<file path="src/rtl/lfsr_draw_sched.sv">
// Round-robin draw scheduler sharing one 8-bit LFSR among N_REQ requesters.
// Owns the LFSR rst/enb controls, warm-up, lock-up re-seed and response channel.
module lfsr_draw_sched #(
    parameter int N_REQ  = 4,
    parameter int STEPS  = 1,
    parameter int WARMUP = 10
) (
    input  logic                     clk,
    input  logic                     rst_n,
    input  logic [N_REQ-1:0]         req,
    output logic [N_REQ-1:0]         gnt,
    output logic                     lfsr_rst,
    output logic                     lfsr_enb,
    input  logic [7:0]               lfsr_q,
    output logic                     rsp_valid,
    input  logic                     rsp_ready,
    output logic [$clog2(N_REQ)-1:0] rsp_id,
    output logic [7:0]               rsp_data,
    output logic                     busy
);

    localparam int IW = $clog2(N_REQ);
    localparam int WW = $clog2(WARMUP + 1);

    typedef enum logic [2:0] {
        INIT,
        IDLE,
        STEP,
        CAPTURE,
        RECOVER,
        RESP
    } state_t;

    state_t         state;
    state_t         state_nx;
    logic [IW-1:0]  ptr;
    logic [WW-1:0]  wcnt;
    logic [7:0]     scnt;
    logic           found;
    logic [IW-1:0]  win;
    logic           take;

    // First set request scanning from ptr upward, modulo N_REQ
    always_comb begin
        int k;
        k     = 0;
        found = 1'b0;
        win   = '0;
        for (int i = 0; i < N_REQ; i++) begin
            k = int'(ptr) + i;
            if (k >= N_REQ) k = k - N_REQ;
            if (!found && req[k[IW-1:0]]) begin
                found = 1'b1;
                win   = k[IW-1:0];
            end
        end
    end

    assign take = (state == IDLE) && found;

    always_comb begin
        gnt = '0;
        if (take) gnt[win] = 1'b1;
    end

    always_comb begin
        state_nx = state;
        unique case (state)
            INIT:    if (wcnt == WW'(WARMUP - 1)) state_nx = IDLE;
            IDLE:    if (found) state_nx = STEP;
            STEP:    if (scnt == 8'd0) state_nx = CAPTURE;
            CAPTURE: state_nx = (lfsr_q == 8'h00) ? RECOVER : RESP;
            RECOVER: state_nx = STEP;
            RESP:    if (rsp_ready) state_nx = IDLE;
            default: state_nx = INIT;
        endcase
    end

    assign lfsr_rst  = (state == INIT) || (state == RECOVER);
    assign lfsr_enb  = (state == STEP);
    assign rsp_valid = (state == RESP);
    assign busy      = (state != IDLE);

    always_ff @(posedge clk or negedge rst_n) begin
        if (!rst_n) begin
            state    <= INIT;
            ptr      <= '0;
            wcnt     <= '0;
            scnt     <= '0;
            rsp_id   <= '0;
            rsp_data <= '0;
        end else begin
            state <= state_nx;
            if (state == INIT && state_nx == INIT) wcnt <= wcnt + 1'b1;
            if (take) begin
                ptr    <= (win == IW'(N_REQ - 1)) ? '0 : win + 1'b1;
                rsp_id <= win;
                scnt   <= 8'(STEPS - 1);
            end
            // Re-seeded LFSR gets a full STEPS advance again
            if (state == RECOVER) scnt <= 8'(STEPS - 1);
            if (state == STEP && scnt != 8'd0) scnt <= scnt - 8'd1;
            if (state == CAPTURE) rsp_data <= lfsr_q;
        end
    end

endmodule

</file>
<file path="config.mk">
export PLATFORM = sky130hd
export DESIGN_NAME = lfsr_draw_sched
export DESIGN_NICKNAME = d
export VERILOG_FILES = /design/src/rtl/lfsr_draw_sched.sv
export SDC_FILE = /design/constraint.sdc
export NUM_CORES = 1
export LEC_CHECK = 0
export ABC_AREA = 0
export BUFFER_PORTS_ARGS = -buffer_cell sky130_fd_sc_hd__buf_2
export CORE_AREA = 2 2 73 75
export DETAILED_ROUTE_END_ITERATION = 8
export DIE_AREA = 0 0 75 77
export PLACE_DENSITY = 0.49
export SLEW_MARGIN = 20
export SYNTH_ARGS = -nofsm -noshare
export SYNTH_HDL_FRONTEND = slang
export SYNTH_SLANG_ARGS = --single-unit
</file>
<file path="constraint.sdc">
create_clock -name clk -period 3.6 [get_ports clk]
set_clock_uncertainty 0.05 [all_clocks]
set_input_delay 0.36 -clock clk [delete_from_list [all_inputs] [get_ports clk]]
set_output_delay 0.36 -clock clk [all_outputs]
set_load 0.005 [all_outputs]
</file>
; Word level (Yosys, flattened, before mapping)
; Cells that the tools add are included.
[totals]
output_inout_bits = 18
reg_bits = 27
inputBits = 15
elab_cells = 84
[classes]
addsub = 10
n_eq_ne = 8
n_mux = 33
magnitude_cmp = 10
n_reduce_logical = 17
[ops]
columns = op, count
row1 = $mux 8, 3
row2 = $mux 2, 9
row3 = $pmux 3 s6, 1
row4 = $logic_not 8->1, 2
row5 = $lt 2x3->1 const B, 5
row6 = $mux 3, 4
row7 = $mux 1, 10
row8 = $ge 3x3->1 const B, 3
row9 = $bmux 1 s2, 4
row10 = $reduce_bool 8->1, 1
row11 = $sub 2x1->2 const B, 4
row12 = $sub 8x1->8 const B, 1
row13 = $logic_and 1x1->1, 7
row14 = $add 2x2->3 const B, 2
row15 = $eq 3x2->1 const B, 2
row16 = $eq 3x3->1 const B, 2
row17 = $logic_not 3->1, 2
row18 = $add 4x1->4 const B, 1
row19 = $eq 4x4->1 const B, 1
row20 = $mux 4, 1
row21 = $add 2x1->3 const B, 1
row22 = $eq 3x1->1 const B, 1
row23 = $ge 2x3->1 const B, 1
row24 = $logic_not 1->1, 3
row25 = other kinds (7), 7

; Depth between registers and ports, before layout
[logic_depth]
depth_word = 19
ltp_mapped = 6
depth_no_buf = 6

; Worst setup path after synthesis
; Ideal clock, no wire load.
[synth_timing]
kind = flip-flop to output port
start = register ptr[0]
end = output port gnt[0]
stages_incl_launch_ff = 7
path_slack_ns = 1.802
required_ns = 3.190
n_path_buf = 0
t_arrival_ns = 1.388
path_cell_list = dfrtp_1 -> nand2b_1 -> a21oi_1 -> a211oi_1 -> inv_1 -> ha_1 -> and2_1
[synth_between]
elab_chain_len = 19
elab_cells_between_ends = 44
classes_between = add/sub (7) / order compare (6) / mux (23) / reduce/logical (8)
[synth_lines]
columns = item, line
row1 = "start, declared", 36  ; logic [IW-1:0] ptr;
row2 = "start signal, assigned", 96  ; ptr <= (win == IW'(N_REQ - 1)) ? '0 : win + 1'b1;
row3 = branches (longest 13 deep; another with $add 2x1->3), --
row4 = $mux 2 *, 52  ; if (!found && req[k[IW-1:0]]) begin
row5 = via win[0], 40  ; logic [IW-1:0] win;
row6 = $lt 2x3->1 (implied by the code) / $ge 2x1->1 (equally long branches), 63  ; if (take) gnt[win] = 1'b1;
row7 = $logic_and 1x1->1 (implied by the code), 63
row8 = $mux 1 (implied by the code), 63
row9 = $demux 1 s2 *, 63
row10 = $mux 4 *, 63
row11 = "end, declared", 11  ; output logic [N_REQ-1:0] gnt,
; Mark *: on every way through the listed nets, which the timed path passes. The select of a mux whose other input is x is not followed.

; Worst setup path in the final report
[layout_timing]
start = register ptr[0]
end = output port gnt[2]
; Same word-level chain as after synthesis.

==> impl_metrics.env <==
export IMPL_status="complete, no violations"
export IMPL_maxSlewHeadroom_pct=54.50
export IMPL_crit_chain="nand2b_1, a21oi_1, a211oi_1, inv_1, ha_1, and2_1, buf_2"
export IMPL_ys_seq_area_share_pct=44.33
export IMPL_yosys_register_bits=27
export IMPL_track_usage_pct=11.46
export IMPL_gp_congestion=0.7626
export IMPL_grt_pass1_vias=1190
export IMPL_mostFrequentLayoutCell="buf_2"
export IMPL_synth_top_cell_by_area="dfrtp_1"
export IMPL_vias_per_cell=4.673
export IMPL_drt_iter0_markers=20
export IMPL_hpwl_um=2261
export IMPL_crit_type="flip-flop to output port"
export IMPL_synth_area_per_cell_um2=10.66
export IMPL_area_growth_pct=17.32
export IMPL_reg2reg_to="ptr[1]"
export IMPL_drc_errors=0
export IMPL_post_cts_resized=0
export IMPL_synth_area_leaders="dfrtp_1 44%, mux2_2 7.4%, ha_1 5.7%"
export IMPL_numCtsBuffers=3
export IMPL_die_area_mm2=0.005775
export IMPL_critical_path_max_fanout=5
export IMPL_num_vias=1145
export IMPL_power_density_mw_per_mm2=766.0
export IMPL_clk_pin_slew_ps=90
export IMPL_drive_above_1_share_pct=31.43
export IMPL_netSwitchingPower_mw=0.5375
export IMPL_critPathMaxStageDelay_ps=590
export IMPL_final_cell_mix="32 x buf_2, 27 x dfrtp_1, 15 x inv_1, 10 x mux2_2, 9 x a21oi_1"
export IMPL_max_vdd_ir_drop_mv=0.3201
export IMPL_setup_viol=0
export IMPL_reg2reg_from="ptr[0]"
export IMPL_hold_buffers=0
export IMPL_fin_nets=198
export IMPL_worst_slew_pin_slew_ps=678.4
export IMPL_die_width_um=75
export IMPL_grt_pass1_wl_um=5250
export IMPL_h_tree_depth=1
export IMPL_cp_slowest_cell="a211oi_1"
export IMPL_synth_top_cell_area_share_pct=44.33
export IMPL_setup_worst_path_end_class="output port"
export IMPL_layout_setup_ws_ps=1092
export IMPL_syn_area_mm2=0.001524
export IMPL_seq_power_share_pct=39.7
export IMPL_p_sw_share_pct=39.24
export IMPL_cp_endpoint="gnt[2]"
export IMPL_grt_max_degree=28
export IMPL_fin_crit_ps=2508
export IMPL_combPwrFrac_pct=48.1
export IMPL_coreArea_mm2=0.004977
export IMPL_clkPwrFrac_pct=12.3
export IMPL_ios=33
export IMPL_start_kind="flip-flop"
export IMPL_grt_overflow_total=0
export IMPL_clock_latency_ps=270
export IMPL_final_max_slew_viol_count=0
export IMPL_finalSetupTns_ps=0
export IMPL_fmax_ghz=0.3987
export IMPL_fin_util_pct=35.92
export IMPL_internal_power_mw=0.8321
export IMPL_clkSinkCount=27
export IMPL_cts_root_buf="clkbuf_8"
export IMPL_cts_tree="yes"
export IMPL_finalHoldViolations=0
export IMPL_clockBufferDepth=2
export IMPL_fill_cells=527
export IMPL_hold_class="input port to async pin"
export IMPL_drt_total_wl_um=2986
export IMPL_crit_arrival_ps=2100
export IMPL_power_leakage_nw=0.8081
export IMPL_wl_per_cell_um=12.19
export IMPL_fin_crit_sh_pct=69.66
export IMPL_yosys_warnings=0
export IMPL_antenna_left=0
export IMPL_antenna_found_initial=0
export IMPL_die_y_um=77
export IMPL_diodes=0
export IMPL_initial_utilization_pct=30.62
export IMPL_reg2regPathDepth=6
export IMPL_fin_hold_ws_ps=37.55
export IMPL_syn_nets=165
export IMPL_num_rows=26
export IMPL_dr_pass1_iters=4
export IMPL_cts_post_setup_buffers_inserted=0
export IMPL_r2r_slack_ps=1670
export IMPL_cp_startpoint="ptr[0]"
export IMPL_syn_inst=143
export IMPL_synth_distinct_cells=43
export IMPL_dp_slack_ps=1317
export IMPL_rsz0062_at_grt="false"
export IMPL_io_buffers=32
export IMPL_maxCapViolations=0
export IMPL_required_ps=3190
-- registers in the layout (all words and copies together), names as in the netlist --
signal    count
ptr           2
rsp_data      8
rsp_id        2
scnt          8
state         3
wcnt          4
-- cell families after synthesis --
family | synth area share [%]
AO/OA/AOI/OAI | 13.22
XOR/XNOR | 2.299
adder cells (fa/ha/maj) | 5.747
buffers and inverters | 5.583
flip-flops | 44.34
multiplexers | 9.360
AND/OR/NAND/NOR | 19.46
-- layout make-up --
class / count / area, µm² / share of cell area (%)
Multi-Input combinational cell: 97 / 763.2 / 42.69
Sequential cell: 27 / 675.6 / 37.79
Timing Repair Buffer: 32 / 160.2 / 8.957
Tap cell: 70 / 87.58 / 4.899
Inverter: 15 / 56.30 / 3.149
Clock buffer: 4 / 45.04 / 2.519
-- layer usage --
layer	part of all wire, %	wire length, µm	global-route usage, %	vias to the layer above
li1	-	-	-	570
met1	46	1376	15.28	551
met2	50	1481	18.60	22
met3	3.7	111	1.708	2
met4	0.54	16	3.929	0
met5	0	0	0	-
-- how the worst min path moves through the flow --
stage	startpoint	endpoint	slack (ps)	depth (start not counted)
CTS	rst_n	rsp_data[7]	60	1
finish	rst_n	scnt[3]	40	1
floorplan	rst_n	ptr[0]	10	0
global route	rst_n	rsp_data[7]	90	1
global placement	rst_n	rsp_data[7]	350	1
detailed placement	rst_n	rsp_data[7]	360	1
-- worst max-delay path, delay by kind of cell, from the launching register on --
| kind | cells | cell delay [ps] |
|---|---|---|
| AOI/OAI and AO/OA | 2 | 660 |
| adders and majority gates | 1 | 220 |
| and+or+nand+nor | 2 | 290 |
| buffers and inverters | 2 | 260 |
| DFF | 1 | 400 |
-- cells in the mapped netlist --
cell / number
dfrtp_1: 27
inv_1: 15
mux2_2: 10
a21oi_1: 9
ha_1: 7
nor2_1: 7
nor3_1: 5
o21ai_0: 5
and2_1: 4
nand3_1: 4
o22ai_1: 4
mux2i_1: 3
nand2b_1: 3
nor4_1: 3
xnor2_1: 3
buf_2: 2
nand2_1: 2
nand3b_1: 2
o211ai_2: 2
o21ai_1: 2
or3_1: 2
a211o_4: 1
a211oi_1: 1
a21o_1: 1
a21oi_2: 1
a31oi_1: 1
and3b_1: 1
buf_4: 1
buf_6: 1
nand4_1: 1
nor2_4: 1
nor2b_1: 1
nor3b_1: 1
nor4_2: 1
nor4_4: 1
nor4b_4: 1
o211ai_1: 1
o21a_1: 1
o41ai_1: 1
or3b_1: 1
or3b_4: 1
or4b_2: 1
xor2_1: 1
-- power groups by stage --
stage,sequential [mW],clock [mW],combinational [mW]
finish,0.543,0.168,0.658
global route,0.567,0.187,0.751
CTS,0.544,0.178,0.666
detailed placement,0.549,0,0.666
global placement,0.543,0,0.650
floorplan,0.502,0,0.525
-- metrics by stage --
step,instance area [µm²],std cells,power [mW]
after floorplan,1524,143,1.027
after global placement,1743,241,1.193
after detailed placement,1743,241,1.214
after CTS,1788,245,1.389
after global routing,1788,245,1.506
final,1788,245,1.370
Note: power is estimated with default switching activity, not from simulation.
